<file path="config.mk">
export PLATFORM = sky130hd
export DESIGN_NAME = uart_rx_ctrl
export DESIGN_NICKNAME = d
export VERILOG_FILES = /design/src/rtl/uart_rx_ctrl_pkg.sv /design/src/rtl/uart_rx_sync.sv /design/src/rtl/uart_rx_ctrl.sv
export SDC_FILE = /design/constraint.sdc
export NUM_CORES = 1
export LEC_CHECK = 0
export CORE_UTILIZATION = 55
export DETAILED_ROUTE_END_ITERATION = 10
export GPL_TIMING_DRIVEN = 0
export PLACE_DENSITY = 0.76
export SLEW_MARGIN = 25
export SYNTH_ARGS = -nofsm -noshare
export SYNTH_HDL_FRONTEND = slang
export SYNTH_SLANG_ARGS = --single-unit
</file>
<file path="constraint.sdc">
create_clock -name CLK -period 4 [get_ports CLK]
set_input_delay 0.4 -clock CLK [delete_from_list [all_inputs] [get_ports CLK]]
set_output_delay 0.4 -clock CLK [all_outputs]
set_load 0.01 [all_outputs]
</file>
<file path="src/rtl/uart_rx_ctrl_pkg.sv">
// Shared UART receive definitions: bit-timer default and RX state encodings.
package uart_rx_ctrl_pkg;

    localparam logic [13:0] BIT_TMR_MAX_DEF = 14'd10416;

    typedef enum logic [2:0] {
        S_IDLE      = 3'd0,
        S_START     = 3'd1,
        S_DATA      = 3'd2,
        S_STOP      = 3'd3,
        S_WAIT_HIGH = 3'd4
    } rx_state_e;

endpackage

</file>
<file path="src/rtl/uart_rx_sync.sv">
// Two-flop synchronizer for an asynchronous, idle-high input.
module uart_rx_sync (
    input  logic clk_i,
    input  logic rst_ni,
    input  logic d_i,
    output logic q_o
);

    logic meta_q;
    logic sync_q;

    always_ff @(posedge clk_i or negedge rst_ni) begin
        if (!rst_ni) begin
            meta_q <= 1'b1;
            sync_q <= 1'b1;
        end else begin
            meta_q <= d_i;
            sync_q <= meta_q;
        end
    end

    assign q_o = sync_q;

endmodule

</file>
<file path="src/rtl/uart_rx_ctrl.sv">
// 8N1 UART receiver with a byte holding register, VALID/ACK handshake and error pulses.
module uart_rx_ctrl
    import uart_rx_ctrl_pkg::*;
#(
    parameter logic [13:0] BIT_TMR_MAX = BIT_TMR_MAX_DEF,
    parameter logic [13:0] HALF_TMR    = BIT_TMR_MAX >> 1
) (
    input  logic       CLK,
    input  logic       RST_N,
    input  logic       UART_RX,
    output logic [7:0] DATA,
    output logic       VALID,
    input  logic       ACK,
    output logic       FRAME_ERR,
    output logic       OVERRUN,
    output logic       BUSY
);

    logic        rx_s;
    rx_state_e   state_q, state_d;
    logic [13:0] tmr_q, tmr_d;
    logic [2:0]  idx_q, idx_d;
    logic [7:0]  sh_q, sh_d;
    logic [7:0]  data_q, data_d;
    logic        valid_q, valid_d;
    logic        ferr_q, ferr_d;
    logic        ovr_q, ovr_d;

    uart_rx_sync u_sync (
        .clk_i  (CLK),
        .rst_ni (RST_N),
        .d_i    (UART_RX),
        .q_o    (rx_s)
    );

    always_ff @(posedge CLK or negedge RST_N) begin
        if (!RST_N) begin
            state_q <= S_IDLE;
            tmr_q   <= '0;
            idx_q   <= '0;
            sh_q    <= '0;
            data_q  <= '0;
            valid_q <= 1'b0;
            ferr_q  <= 1'b0;
            ovr_q   <= 1'b0;
        end else begin
            state_q <= state_d;
            tmr_q   <= tmr_d;
            idx_q   <= idx_d;
            sh_q    <= sh_d;
            data_q  <= data_d;
            valid_q <= valid_d;
            ferr_q  <= ferr_d;
            ovr_q   <= ovr_d;
        end
    end

    always_comb begin
        state_d = state_q;
        tmr_d   = tmr_q + 14'd1;
        idx_d   = idx_q;
        sh_d    = sh_q;
        data_d  = data_q;
        valid_d = valid_q & ~ACK;
        ferr_d  = 1'b0;
        ovr_d   = 1'b0;
        unique case (state_q)
            S_IDLE: begin
                tmr_d = '0;
                if (!rx_s) state_d = S_START;
            end
            S_START: begin
                if (tmr_q == HALF_TMR) begin
                    tmr_d   = '0;
                    idx_d   = '0;
                    state_d = rx_s ? S_IDLE : S_DATA;
                end
            end
            S_DATA: begin
                if (tmr_q == BIT_TMR_MAX) begin
                    tmr_d = '0;
                    sh_d  = {rx_s, sh_q[7:1]};
                    idx_d = idx_q + 3'd1;
                    if (idx_q == 3'd7) state_d = S_STOP;
                end
            end
            S_STOP: begin
                if (tmr_q == BIT_TMR_MAX) begin
                    tmr_d = '0;
                    if (rx_s) begin
                        // A same-cycle ACK frees the holding register for the new byte
                        if (!valid_q || ACK) begin
                            data_d  = sh_q;
                            valid_d = 1'b1;
                        end else begin
                            ovr_d = 1'b1;
                        end
                        state_d = S_IDLE;
                    end else begin
                        ferr_d  = 1'b1;
                        state_d = S_WAIT_HIGH;
                    end
                end
            end
            S_WAIT_HIGH: begin
                tmr_d = '0;
                if (rx_s) state_d = S_IDLE;
            end
            default: begin
                tmr_d   = '0;
                state_d = S_IDLE;
            end
        endcase
    end

    assign DATA      = data_q;
    assign VALID     = valid_q;
    assign FRAME_ERR = ferr_q;
    assign OVERRUN   = ovr_q;
    assign BUSY      = (state_q != S_IDLE);

endmodule

</file>
Word-level counts from Yosys, hierarchy flattened --
Index checks and enable logic that the tools add are counted.
Word-level totals: bits in registers 41, input port bits 4, output and inout bits 12, logic and storage cells 63
Operators by class: add/subtract/negate cells 2, eq/ne operators 13, mux-type cells 26, bitwise gates (word level) 2, reductions and logical operators 10
Operators by type and width (number):
- two-way mux 14 bit | 2
- one-hot mux 14 bit (2 select lines) | 1
- two-way mux 3 bit | 9
- one-hot mux 3 bit (5 select lines) | 1
- adder 14 x 1 -> 14 bit, second input constant | 1
- == test 14 x 13 -> 1 bit, second input constant | 1
- == test 14 bit, second input constant | 1
- two-way mux 1 bit | 11
- != test 2 bit, second input constant | 5
- == test 3 x 2 -> 1 bit, second input constant | 2
- == test 3 bit, second input constant | 2
- one-hot mux 3 bit (2 select lines) | 1
- AND reduction 6 bit | 1
- AND reduction 4 bit | 1
- adder 3 x 1 -> 3 bit, second input constant | 1
- == test 3 x 1 -> 1 bit, second input constant | 1
- zero test 3 bit | 1
- AND reduction 3 bit | 1
- nonzero test 3 bit | 1
- two-way mux 2 bit | 1
- != test 2 x 1 -> 1 bit, second input constant | 1
- AND reduction 2 bit | 1
- nonzero test 2 bit | 1
- OR reduction 2 bit | 1
- 4 further kinds | 4

Logic depth before layout (Yosys ltp) --
Gate-level depths: netlist of the first run.
depth in word-level cells 6, mapped depth 7, depth with buffers taken out 6

Hierarchy --
A second synthesis of the first run with hierarchy kept.
Unflattened totals: cell total of the unflattened synthesis 159, area total of the unflattened synthesis 1903.1 sq um
Modules (own cells, without submodules):
- uart_rx_ctrl | instances 1, cells an instance 157, area each 1850.5 sq um, sequential area each 975.9 sq um
- uart_rx_sync | instances 1, cells an instance 2, area each 52.6 sq um, sequential area each 52.6 sq um

Worst setup path before layout of the first run --
Ideal clock, no wire load.
kind register -> register, start register tmr_q[0], end register data_q[0], in the netlist DATA[0], setup time 0.125 ns, arrival time 1.873 ns, required time 3.875 ns, slack 2.002 ns, stages on the path, launching flop included 7, path buffers 0, period minus slack after synthesis 1.998 ns, path through dfrtp_1 inv_1 ha_1 and4bb_1 nand4b_4 nor4_4 mux2_2
Between the ends: cells in the longest elaborated chain, start to end 2
Ends and longest elaborated chain:
- from (decl) | RTL line uart_rx_ctrl.sv:21 | logic [13:0] tmr_q, tmr_d;
- from (signal assigned) | RTL line uart_rx_ctrl.sv:48 | tmr_q <= tmr_d;
- == test 14 bit | RTL line uart_rx_ctrl.sv:88 | if (tmr_q == BIT_TMR_MAX) begin
- AND reduction 4 bit (no source line)
- to (signal assigned) | RTL line uart_rx_ctrl.sv:51 | data_q <= data_d;
- to (decl) | RTL line uart_rx_ctrl.sv:24 | logic [7:0] data_q, data_d;
Every way passes these cells. A chain may end at the register's enable or synchronous reset.

Final worst setup path of the first run --
start register tmr_q[0], end register data_q[5], in the netlist DATA[5]
Same word-level chain as after synthesis.

==> results of run 1 <==
per-stage QoR:
step	cell area (µm²)	hold slack, ns	instances
5_1_grt	2250	0.373	234
6_report	2250	0.367	234
3_5_place_dp	2150	0.352	225
4_1_cts	2250	0.370	234
3_3_place_gp	2120	0.349	224
2_1_floorplan	1920	0.104	163
final cells by class:
class / instances / area, µm² / area share [%]
plain buffers: 6 / 26.3 / 1.17
clock buffers: 6 / 51.3 / 2.28
clock inverters: 2 / 37.5 / 1.67
inverters: 6 / 22.5 / 1.00
multi-input cells: 110 / 840 / 37.4
flip-flops and latches: 41 / 1030 / 45.8
well taps: 46 / 57.6 / 2.56
repair buffers: 17 / 183 / 8.13
worst paths after layout:
check,end,start,cells past startpoint
max,DATA[5],tmr_q[0],6
min,u_sync.q_o,u_sync.meta_q,0
max reg2reg,DATA[5],tmr_q[0],6
min reg2reg,u_sync.q_o,u_sync.meta_q,0
max in group asynchronous,tmr_q[10],RST_N,3
min in group asynchronous,OVERRUN,RST_N,2
cell usage in the layout, fill, tap and decap left out, types with 2 or more instances in the layout:
| master | Yosys | layout |
|---|---|---|
| a22o_1 | 2 | 2 |
| a31oi_1 | 2 | 2 |
| and4b_1 | 2 | 2 |
| buf_2 | 3 | 4 |
| clkbuf_1 | 3 | 3 |
| clkbuf_4 | 0 | 5 |
| clkdlybuf4s50_1 | 0 | 14 |
| dfrtp_1 | 39 | 39 |
| dfstp_2 | 2 | 2 |
| ha_1 | 4 | 4 |
| inv_1 | 6 | 6 |
| mux2_2 | 16 | 16 |
| nand2_1 | 7 | 7 |
| nand2b_1 | 3 | 3 |
| nand3_1 | 5 | 5 |
| nand4_1 | 4 | 4 |
| nor2_1 | 21 | 21 |
| nor2b_1 | 3 | 3 |
| nor3_1 | 4 | 4 |
| nor4_1 | 4 | 4 |
| nor4bb_1 | 2 | 2 |
| xnor2_1 | 11 | 11 |
kinds of logic after synthesis:
kind of cell             count (synthesis)  synth area share (%)
AND/OR/NAND/NOR                         65                  21.0
flip-flops                              41                  53.7
multiplexers                            18                  10.5
XOR/XNOR                                12                  5.48
buffers and inverters                   12                  2.55
AO/OA/AOI/OAI                           11                  4.18
adder cells (fa/ha/maj)                  4                  2.61
registers in the layout (all words and copies together) (netlist names):
signal	flops
VALID	1
state_q	3
DATA	8
tmr_q	14
OVERRUN	1
FRAME_ERR	1
sh_q	8
u_sync.meta_q	1
u_sync.q_o	1
idx_q	3
metal layers:
metal / track usage [%] / vias to the layer above
met5: 0 / -
met4: 7.79 / 0
met3: 5.67 / 8
met2: 32.3 / 23
met1: 28.7 / 629
li1: - / 624
power breakdown:
part,internal (W),switching (W),leakage (nW)
registers,0.000416,0.00000114,0.551
clock network,0.000149,0.000139,0.0445
logic,0.00000606,0.00000904,0.499
==> impl_metrics.env, run 1 <==
export IMPL_status="complete, no violations"
export IMPL_top_layer="met4"
export IMPL_grt_overflow_total=0
export IMPL_synth_edf_count=0
export IMPL_die_area_mm2=0.00373
export IMPL_fin_setup_tns_ns=0
export IMPL_cts_resized=0
export IMPL_total_leakage_power_nw=1.09
export IMPL_nets=195
export IMPL_initial_core_util_pct=57.4
export IMPL_cp_cell_sequence="inv_1 > ha_1 > and4bb_1 > nand4b_4 > nor4_4 > mux2_2"
export IMPL_io_pins=16
export IMPL_vias=1284
export IMPL_pre_cts_slack_ns=1.70
export IMPL_worst_path_largest_cell_delay_ns=0.59
export IMPL_finalPower_w=0.000720
export IMPL_finalSetupViolations=0
export IMPL_peakVddDrop_uv=245
export IMPL_grt_max_degree=25
export IMPL_worst_setup_path_end_kind="flip-flop"
export IMPL_dr_pass1_iters=4
export IMPL_syn_avg_cell_area_um2=11.8
export IMPL_io_buffers=15
export IMPL_synth_warnings=0
export IMPL_n_fill_cell=273
export IMPL_path_clk_slew_ns=0.12
export IMPL_drtIter0Drc=53
export IMPL_cts_buffers=5
export IMPL_skew_ns=0.0127
export IMPL_clock_latency_ns=0.36
export IMPL_cts_sinks=41
export IMPL_drcViolationCount=0
export IMPL_route_met2_wl_um=1570
export IMPL_row_count=21
export IMPL_ant_nets=0
export IMPL_critPathSlowestCell="nor4_4"
export IMPL_coreArea_mm2=0.00334
export IMPL_synth_cell_types=40
export IMPL_routed_wl_um=3270
export IMPL_syn_to_final_growth_pct=17.2
export IMPL_syn_num_nets=171
export IMPL_ctsHoldBuffers=1
export IMPL_synth_common_cells="dfrtp_1 (39), nor2_1 (21), mux2_2 (16), xnor2_1 (11), nand2_1 (7)"
export IMPL_crit_buf_inv=1
export IMPL_path_class="reg2reg"
export IMPL_synth_main_ff_cell="dfrtp_1"
export IMPL_fin_crit_ns=2.29
export IMPL_syn_cell_area_mm2=0.00192
export IMPL_fin_util_pct=67.3
export IMPL_cts_repair_timing_setup_buffer_count=0
export IMPL_grt_pass1_wl_um=5530
export IMPL_wl_met3_um=127
export IMPL_cts_tree="done"
export IMPL_dp_hpwl_um=2410
export IMPL_cts_buffer_depth=2
export IMPL_rsz0062_at_grt="no"
export IMPL_met1_length_um=1510
export IMPL_yosys_top_cells_area="dfrtp_1 (51%), mux2_2 (9.4%), xnor2_1 (5.0%)"
export IMPL_yosysMostFrequentCell="dfrtp_1"
export IMPL_slew_violations=0
export IMPL_routed_via_density=5.49
export IMPL_grt_antenna_before_repair=0
export IMPL_wl_per_cell_um=14.0
export IMPL_worstMarginPinSlew_ns=0.586
export IMPL_drive_gt1_share_pct=18.6
export IMPL_cts_root_buf="clkbuf_4"
export IMPL_grt_use_total_pct=21.0
export IMPL_worst_slack_ns=1.71
export IMPL_hold_viol=0
export IMPL_critPathMaxFanout=8
export IMPL_max_freq_ghz=0.436
export IMPL_async_reset_ff_share_pct=100
export IMPL_required_ns=4.25
export IMPL_fin_crit_sh_pct=57.3
export IMPL_yosys_area_top_type="dfrtp_1"
export IMPL_place_gp_congestion=0.861
export IMPL_htreeDepth=2
export IMPL_die_x_um=61.0
export IMPL_crit_family="simple AND/OR/NAND/NOR gates"
export IMPL_fp_dieH_um=61.0
export IMPL_antenna_cells=0
export IMPL_postSynthCellCount=163
export IMPL_grt_pass1_vias=1153
export IMPL_reg2reg_slack_ns=1.71
export IMPL_crit_path_start_kind="flip-flop"
export IMPL_cap_violations=0
export IMPL_ys_ff_latch=41
export IMPL_ys_seq_area_share_pct=53.7
export IMPL_worstPathArrival_ns=2.54
export IMPL_max_slew_margin_rel_pct=60.6
export IMPL_hp_class="reg2reg"
export IMPL_yosysTopAreaCellShare_pct=50.9
export IMPL_power_density_mw_per_mm2=321
Power figures use the tool's default switching activity.
==> inputs of run 2 (changes only) <==
--- a/config.mk
+++ b/config.mk
@@ -5,10 +5,10 @@
 export SDC_FILE = /design/constraint.sdc
 export NUM_CORES = 1
 export LEC_CHECK = 0
-export CORE_UTILIZATION = 55
+export CORE_UTILIZATION = 51
 export DETAILED_ROUTE_END_ITERATION = 10
 export GPL_TIMING_DRIVEN = 0
-export PLACE_DENSITY = 0.76
+export PLACE_DENSITY = 0.74
 export SLEW_MARGIN = 25
 export SYNTH_ARGS = -nofsm -noshare
 export SYNTH_HDL_FRONTEND = slang
==> constraint.sdc (replaced) <==
create_clock -name CLK -period 2 [get_ports CLK]
set_input_delay 0.2 -clock CLK [delete_from_list [all_inputs] [get_ports CLK]]
set_output_delay 0.2 -clock CLK [all_outputs]
set_load 0.01 [all_outputs]
==> impl_metrics.env, run 2 (synthesis results as in run 1) <==
export IMPL_status="complete, no violations"
export IMPL_dr_pass1_iters=6
export IMPL_coreArea_mm2=0.00347
export IMPL_die_area_mm2=0.00401
export IMPL_initial_core_util_pct=55.3
export IMPL_slew_violations=0
export IMPL_max_freq_ghz=0.523
export IMPL_peakVddDrop_uv=502
export IMPL_power_density_mw_per_mm2=669
export IMPL_wl_per_cell_um=14.8
export IMPL_io_buffers=15
export IMPL_cts_buffers=5
export IMPL_cts_root_buf="clkbuf_8"
export IMPL_total_leakage_power_nw=1.13
export IMPL_path_class="reg2out"
export IMPL_finalSetupViolations=0
export IMPL_fin_area_mm2=0.00233
export IMPL_largest_register="tmr_q"
export IMPL_cts_tree="done"
export IMPL_worstPathArrival_ns=1.71
export IMPL_cap_violations=0
export IMPL_worst_setup_path_end_kind="output port"
export IMPL_io_pins=16
export IMPL_ant_nets=0
export IMPL_routed_via_density=5.56
export IMPL_hp_class="in2reg"
export IMPL_fin_util_pct=67.1
export IMPL_layout_commonest_cell="dfrtp_1"
export IMPL_place_gp_congestion=0.829
export IMPL_fp_dieH_um=63.3
export IMPL_vias=1318
export IMPL_path_clk_slew_ns=0.08
export IMPL_grt_max_degree=25
export IMPL_worstMarginPinSlew_ns=0.434
export IMPL_grt_antenna_before_repair=0
export IMPL_hold_viol=0
export IMPL_fin_crit_sh_pct=95.6
export IMPL_drtIter0Drc=95
export IMPL_fin_crit_ns=1.91
export IMPL_mostFrequentLayoutCells="dfrtp_1 (39), nor2_1 (21), mux2_2 (16)"
export IMPL_htreeDepth=2
export IMPL_drcViolationCount=0
export IMPL_grt_overflow_total=0
export IMPL_antenna_cells=0
export IMPL_finalPower_w=0.00156
export IMPL_place_area_mm2=0.00215
export IMPL_max_slew_margin_rel_pct=71.1
export IMPL_rsz0062_at_grt="no"
export IMPL_crit_path_start_kind="flip-flop"
export IMPL_clock_latency_ns=0.30
export IMPL_routed_wl_um=3500
export IMPL_cts_buffer_depth=2
export IMPL_grt_use_total_pct=20.7
export IMPL_nets=198
export IMPL_drive_gt1_share_pct=22.5
export IMPL_grt_pass1_wl_um=6330
export IMPL_syn_to_final_growth_pct=21.4
export IMPL_whs_ns=0.319
export IMPL_required_ns=1.80
export IMPL_skew_ns=0.00853
export IMPL_row_count=21
export IMPL_die_x_um=63.3
export IMPL_dp_hpwl_um=2380
export IMPL_grt_pass1_vias=1356
export IMPL_cts_sinks=41
export IMPL_critPathMaxFanout=9
export IMPL_largest_reg_flops=14
export IMPL_fin_setup_tns_ns=0
run 2: cell count changes in the layout (fill, tap and decap cells not counted), sizes merged:
cell    before  now
buf          5    9
clkbuf       9    8
run 2: power by group:
part,internal (W),leakage (nW),switching [W]
clock,0.000406,0.0574,0.000287
sequential,0.000832,0.551,0.00000229
combinational,0.0000123,0.521,0.0000187
total,0.00125,1.13,0.000307
run 2: per-layer routing:
| metal | GRT usage, % | vias to the layer above | part of all wire [%] |
|---|---|---|---|
| li1 | - | 629 | - |
| met1 | 26.6 | 667 | 47 |
| met2 | 33.6 | 15 | 48 |
| met3 | 3.99 | 7 | 2.3 |
| met4 | 9.94 | 0 | 2.1 |
| met5 | 0 | - | 0 |
run 2: layout make-up:
type	count	area [µm²]
Fill cell	273	1140
Multi-Input combinational cell	110	851
Inverter	6	22.5
Timing Repair Buffer	22	224
Clock buffer	6	82.6
Buffer	4	23.8
Sequential cell	41	1030
Clock inverter	2	37.5
Tap cell	46	57.6
run 2: repair_timing:
| item | in CTS | in global routing |
|---|---|---|
| endpoints found under the setup margin | 18 | 25 |
| resized for setup | 2 | 5 |
| hold buffers | 1 | 0 |
| hold endpoints to repair | 15 | 0 |
| buffers inserted | 5 | 0 |
| pin swaps | 1 | 1 |
run 2: path summary, 6_finish.rpt:
kind | from | to | slack [ns] | cells after the start
setup reg to reg | state_q[1] | DATA[6] | 0.13 | 5
hold reg to reg | u_sync.meta_q | u_sync.q_o | 0.36 | 0
setup / recovery | state_q[0] | BUSY | 0.09 | 3
min in group asynchronous | RST_N | state_q[2] | 0.37 | 2
hold / removal | UART_RX | u_sync.meta_q | 0.32 | 1
max in group asynchronous | RST_N | tmr_q[13] | 1.17 | 3
run 2: critical path, cell delays in order, from the launching register on:
cell and delay, ns:
dfrtp_1 0.36, clkbuf_1 0.19, or3_1 0.38, clkdlybuf4s50_1 0.48
run 2: through the flow:
step	worst slack, ns	std cells
6_report	0.0875	237
5_1_grt	0.000840	237
4_1_cts	0.0457	239
3_5_place_dp	-0.259	225
3_3_place_gp	-0.206	224
2_1_floorplan	0.00234	163
==> inputs of run 3 (changes only) <==
--- a/config.mk
+++ b/config.mk
@@ -5,6 +5,7 @@
 export SDC_FILE = /design/constraint.sdc
 export NUM_CORES = 1
 export LEC_CHECK = 0
+export CORE_MARGIN = 5
 export CORE_UTILIZATION = 51
 export DETAILED_ROUTE_END_ITERATION = 10
 export GPL_TIMING_DRIVEN = 0
==> impl_metrics.env, run 3 (synthesis results as in run 1) <==
export IMPL_status="complete, no violations"
export IMPL_hold_viol=0
export IMPL_r2r_start="tmr_q[0]"
export IMPL_grt_overflow_total=0
export IMPL_r2r_cells=7
export IMPL_finalPower_w=0.00142
export IMPL_hp_class="in2reg"
export IMPL_worstPathArrival_ns=2.15
export IMPL_skew_ns=0.00973
export IMPL_n_fill_cell=274
export IMPL_mostFrequentLayoutCells="dfrtp_1 (38), nor2_1 (21), clkdlybuf4s50_1 (14)"
export IMPL_grt_pass1_vias=1323
export IMPL_drcViolationCount=0
export IMPL_ant_nets=0
export IMPL_reg2reg_slack_ns=0.02
export IMPL_wl_per_cell_um=15.1
export IMPL_worstMarginPinSlew_ns=0.385
export IMPL_fin_crit_ns=1.98
export IMPL_drtIter0Drc=74
export IMPL_cts_root_buf="clkbuf_8"
export IMPL_rsz0062_at_grt="yes"
export IMPL_layout_cells_non_filler=243
export IMPL_crit_path_start_kind="flip-flop"
export IMPL_dr_pass1_iters=4
export IMPL_clock_latency_ns=0.29
export IMPL_hold_depth=1
export IMPL_crit_family="simple AND/OR/NAND/NOR gates"
export IMPL_critPathSlowestCell="dfrtp_2"
export IMPL_cts_sinks=41
export IMPL_worst_path_largest_cell_delay_ns=0.43
export IMPL_vias=1351
export IMPL_die_x_um=71.3
export IMPL_max_slew_margin_rel_pct=74.0
export IMPL_cts_buffers=5
export IMPL_row_count=22
export IMPL_grt_pass1_wl_um=5950
export IMPL_hold_path_startpoint="UART_RX"
export IMPL_routed_via_density=5.56
export IMPL_slew_violations=0
export IMPL_crit_buf_inv=2
export IMPL_nets=202
export IMPL_cts_tree="done"
export IMPL_dp_hpwl_um=2470
export IMPL_power_density_mw_per_mm2=598
export IMPL_antenna_cells=0
export IMPL_cap_violations=0
export IMPL_worst_setup_path_end_kind="flip-flop"
export IMPL_grt_antenna_before_repair=0
export IMPL_io_buffers=15
export IMPL_critPathMaxFanout=8
export IMPL_fin_crit_sh_pct=98.9
export IMPL_htreeDepth=2
export IMPL_drive_gt1_share_pct=26.7
export IMPL_path_class="reg2reg"
export IMPL_total_leakage_power_nw=1.15
export IMPL_initial_core_util_pct=52.4
export IMPL_rr_endpoint="DATA[5]"
export IMPL_required_ns=2.17
export IMPL_coreArea_mm2=0.00366
export IMPL_fp_dieH_um=71.3
export IMPL_fin_area_mm2=0.00238
export IMPL_dp_cells=227
export IMPL_peakVddDrop_uv=515
export IMPL_place_gp_congestion=0.847
export IMPL_grt_max_degree=31
export IMPL_io_pins=16
export IMPL_grt_use_total_pct=14.6
export IMPL_path_clk_slew_ns=0.08
export IMPL_place_area_mm2=0.00214
export IMPL_routed_wl_um=3670
export IMPL_syn_to_final_growth_pct=24.0
export IMPL_largest_register="tmr_q"
export IMPL_cts_buffer_depth=2
export IMPL_layout_commonest_cell="dfrtp_1"
export IMPL_whs_endpoint="u_sync.meta_q"
export IMPL_path_depth=7
export IMPL_cp_cell_sequence="inv_2 > ha_4 > and4bb_1 > nand4b_4 > nor4_4 > buf_6 > mux2_4"
export IMPL_finalSetupViolations=0
export IMPL_max_freq_ghz=0.506
export IMPL_die_area_mm2=0.00508
export IMPL_largest_reg_flops=14
-- run 3: cell count changes in the layout (fill, tap and decap cells not counted), sizes merged --
cell,change
buf,+4
clkinv,+2
bufinv,-1
clkinvlp,-1
-- run 3: metrics by stage --
stage	util [%]	TNS, ns	hold slack, ns	setup slack, ns
after floorplan	-	0	-0.0956	0.00234
after global placement	58.1	-8.63	0.348	-0.203
after detailed placement	58.5	-3.08	0.104	-0.265
after CTS	61.8	0	0.307	0.00541
after global routing	64.9	-0.528	0.306	-0.0642
final	64.9	0	0.314	0.0221
-- run 3: worst max path at each step --
stage / start / endpoint / slack, ns
floorplan: tmr_q[0] / DATA[0] / 0.002
global placement: tmr_q[0] / DATA[1] / -0.20
detailed placement: tmr_q[0] / DATA[1] / -0.27
CTS: tmr_q[0] / DATA[1] / 0.005
global route: tmr_q[1] / DATA[5] / -0.06
finish: tmr_q[0] / DATA[5] / 0.02
-- run 3: area by class of cell --
| class | count | area (µm²) | share of cell area, % |
|---|---|---|---|
| flip-flops and latches | 41 | 1030 | 43.3 |
| multi-input cells | 110 | 900 | 37.8 |
| repair buffers | 26 | 246 | 10.4 |
| clock buffers | 6 | 82.6 | 3.47 |
| well taps | 48 | 60.1 | 2.53 |
| plain buffers | 4 | 22.5 | 0.947 |
| inverters | 6 | 22.5 | 0.947 |
| clock inverters | 2 | 13.8 | 0.579 |
-- run 3: repair_timing --
| action | CTS | global route |
|---|---|---|
| resized for setup | 1 | 18 |
| hold buffers | 1 | 0 |
| endpoints found under the setup margin | 18 | 26 |
| buffers inserted | 1 | 8 |
| pin swaps | 1 | 4 |
| hold endpoints to repair | 11 | 0 |
-- run 3: power by group --
| part | total, W | switching, W | internal [W] |
|---|---|---|---|
| Sequential | 0.000834 | 0.00000218 | 0.000832 |
| Clock | 0.000558 | 0.000278 | 0.000279 |
| Combinational | 0.0000290 | 0.0000184 | 0.0000106 |
| Total | 0.00142 | 0.000299 | 0.00112 |
-- run 3: worst register-to-register path, delay by kind of cell (launching register included) --
kind                     cells  cell delay (ns)
adder cells (fa/ha/maj)      1             0.13
buffers and inverters        2             0.26
flip-flops                   1             0.43
multiplexers                 1             0.32
AND/OR/NAND/NOR              3             0.73
-- run 3: per-layer routing --
layer / global-route usage (%) / wire length [µm] / vias to the layer above
met5: 0 / 0 / -
li1: - / - / 637
met4: 5.01 / 51 / 0
met1: 18.9 / 1680 / 680
met2: 24.1 / 1790 / 26
met3: 3.65 / 151 / 8
==> edit: new RTL, config.mk and constraints of run 2 <==
Register the output `OVERRUN` once more, with the module's reset; this adds one clock of latency there. The other outputs are not delayed to match.
--- a/src/rtl/uart_rx_ctrl.sv
+++ b/src/rtl/uart_rx_ctrl.sv
@@ -117,5 +117,11 @@
     assign VALID     = valid_q;
     assign FRAME_ERR = ferr_q;
-    assign OVERRUN   = ovr_q;
+    always_ff @(posedge CLK or negedge RST_N) begin
+        if (!RST_N) begin
+            OVERRUN <= '0;
+        end else begin
+            OVERRUN <= ovr_q;
+        end
+    end
     assign BUSY      = (state_q != S_IDLE);
 
Formal check against the unedited RTL: same outputs for any inputs over 10 cycles, from zero or initial values and one cycle with RST_N low; that may be too few to reach the edited logic, so the function may still have changed.
==> edit against run 2 <==
  * Wire length fell by 3.0%
  * Sequential power rose by 2.5%
  * Total power fell by 0.97%
  * First-iteration DRC count fell by 39%
  * Cell area rose by 0.32%
  * Maximum frequency rose by 0.60%
  * Sequential cell count rose by 1
  * Setup slack improved by 11 ps
  * Synthesized area rose by 3.6%
==> edit: results (changes against run 2) <==
.. list-table::
   :header-rows: 1

   * - Metric
     - Value
   * - Outcome
     - completed (unchanged)
   * - Number of library cell types mapped by synthesis
     - 43 (was 40)
   * - Nets
     - 191 (was 198)
   * - Fill cells
     - 297 (was 273)
   * - Commonest cells in the netlist
     - sky130_fd_sc_hd__dfrtp_1 (40), sky130_fd_sc_hd__nor2_1 (17), sky130_fd_sc_hd__xor2_1 (10) (was sky130_fd_sc_hd__dfrtp_1 (39), sky130_fd_sc_hd__nor2_1 (21), sky130_fd_sc_hd__mux2_2 (16))
   * - Resize count post-CTS
     - 0 (was 2)
   * - Routed wl met3
     - 115 um (was 79 um)
   * - Number of cells in the design after placement
     - 224 (was 225)
   * - Ranking of synthesized cells by area
     - sky130_fd_sc_hd__dfrtp_1 (50%), sky130_fd_sc_hd__mux2_4 (5.3%), sky130_fd_sc_hd__mux2_2 (5.1%) (was sky130_fd_sc_hd__dfrtp_1 (51%), sky130_fd_sc_hd__mux2_2 (9.4%), sky130_fd_sc_hd__xnor2_1 (5.0%))
   * - Cell family contributing the most delay on the critical path
     - simple AND/OR/NAND/NOR gates (was buffers and inverters)
   * - Average cell area after synthesis
     - 12.4 um2 (was 11.8 um2)
   * - Fin crit share
     - 95.1% (was 95.6%)
   * - Number of global-route vias before repair
     - 1,302 (was 1,356)
   * - Pin count of the biggest net entering global routing
     - 26 (was 25)
   * - Global router's overall resource usage
     - 19.5% (was 20.7%)
   * - Synth Cell Area
     - 0.00199 mm2 (was 0.00192 mm2)
   * - Drt via density
     - 5.50 (was 5.56)
   * - Fraction of layout cells with a size suffix above 1
     - 22.8% (was 22.5%)
   * - XOR/XNOR Fraction of Synth Area
     - 4.85% (was 5.48%)
   * - Total Power
     - 1540 uW (was 1560 uW)
   * - Multi-Input Combinational
     - 108 (was 110)
   * - Wire length of the first global-routing pass
     - 6040 um (was 6330 um)
   * - Share of cell area taken by multi-input logic gates
     - 37.2% (was 36.6%)
   * - M3 GR Usage
     - 5.36% (was 3.99%)
   * - Postcts setup bufs
     - 0 (was 5)
   * - Count of TritonRoute iterations in the first routing pass
     - 4 (was 6)
   * - Synthesized Nets
     - 168 (was 171)
   * - Share of cell area taken by flip-flops and latches
     - 45.1% (was 44.2%)
   * - Sequential share of the synthesized area
     - 53.1% (was 53.7%)
   * - Multiplexer area fraction after synthesis
     - 11.9% (was 10.5%)
   * - Last weighted congestion value of the routability-driven placer
     - 0.866 (was 0.829)
   * - Critical path fanouts, max
     - 5 (was 9)
   * - Complex-gate fraction of the synthesized area
     - 5.61% (was 4.18%)
   * - Non-clock buffer share of cell area
     - 9.38% (was 10.6%)
   * - Number of violations reported at the end of detailed-routing iteration 0
     - 58 (was 95)
   * - Met2 routing resource usage after global routing
     - 32.4% (was 33.6%)
   * - Leakage power summed over all cells
     - 0.00109 uW (was 0.00113 uW)
[edit: cell count changes after synthesis, sizes merged, moves of 3 or more]
cell and delta:
o21ai +6, nor2 -4, nor4 -5, xnor2 -10
xor2 +9, nand4 +3, nand3 +3
[edit: worst min-delay path by stage]
stage	start	to	slack, ps	cells after the start
2_1_floorplan	RST_N	DATA[0]$_DFFE_PN0P_	-100	0
3_3_place_gp	ovr_q$_DFF_PN0_	OVERRUN$_DFF_PN0_	330	0
3_5_place_dp	RST_N	ovr_q$_DFF_PN0_	160	1
4_1_cts	UART_RX	u_sync.meta_q$_DFF_PN1_	310	1
5_1_grt	UART_RX	u_sync.meta_q$_DFF_PN1_	310	1
6_report	UART_RX	u_sync.meta_q$_DFF_PN1_	320	1
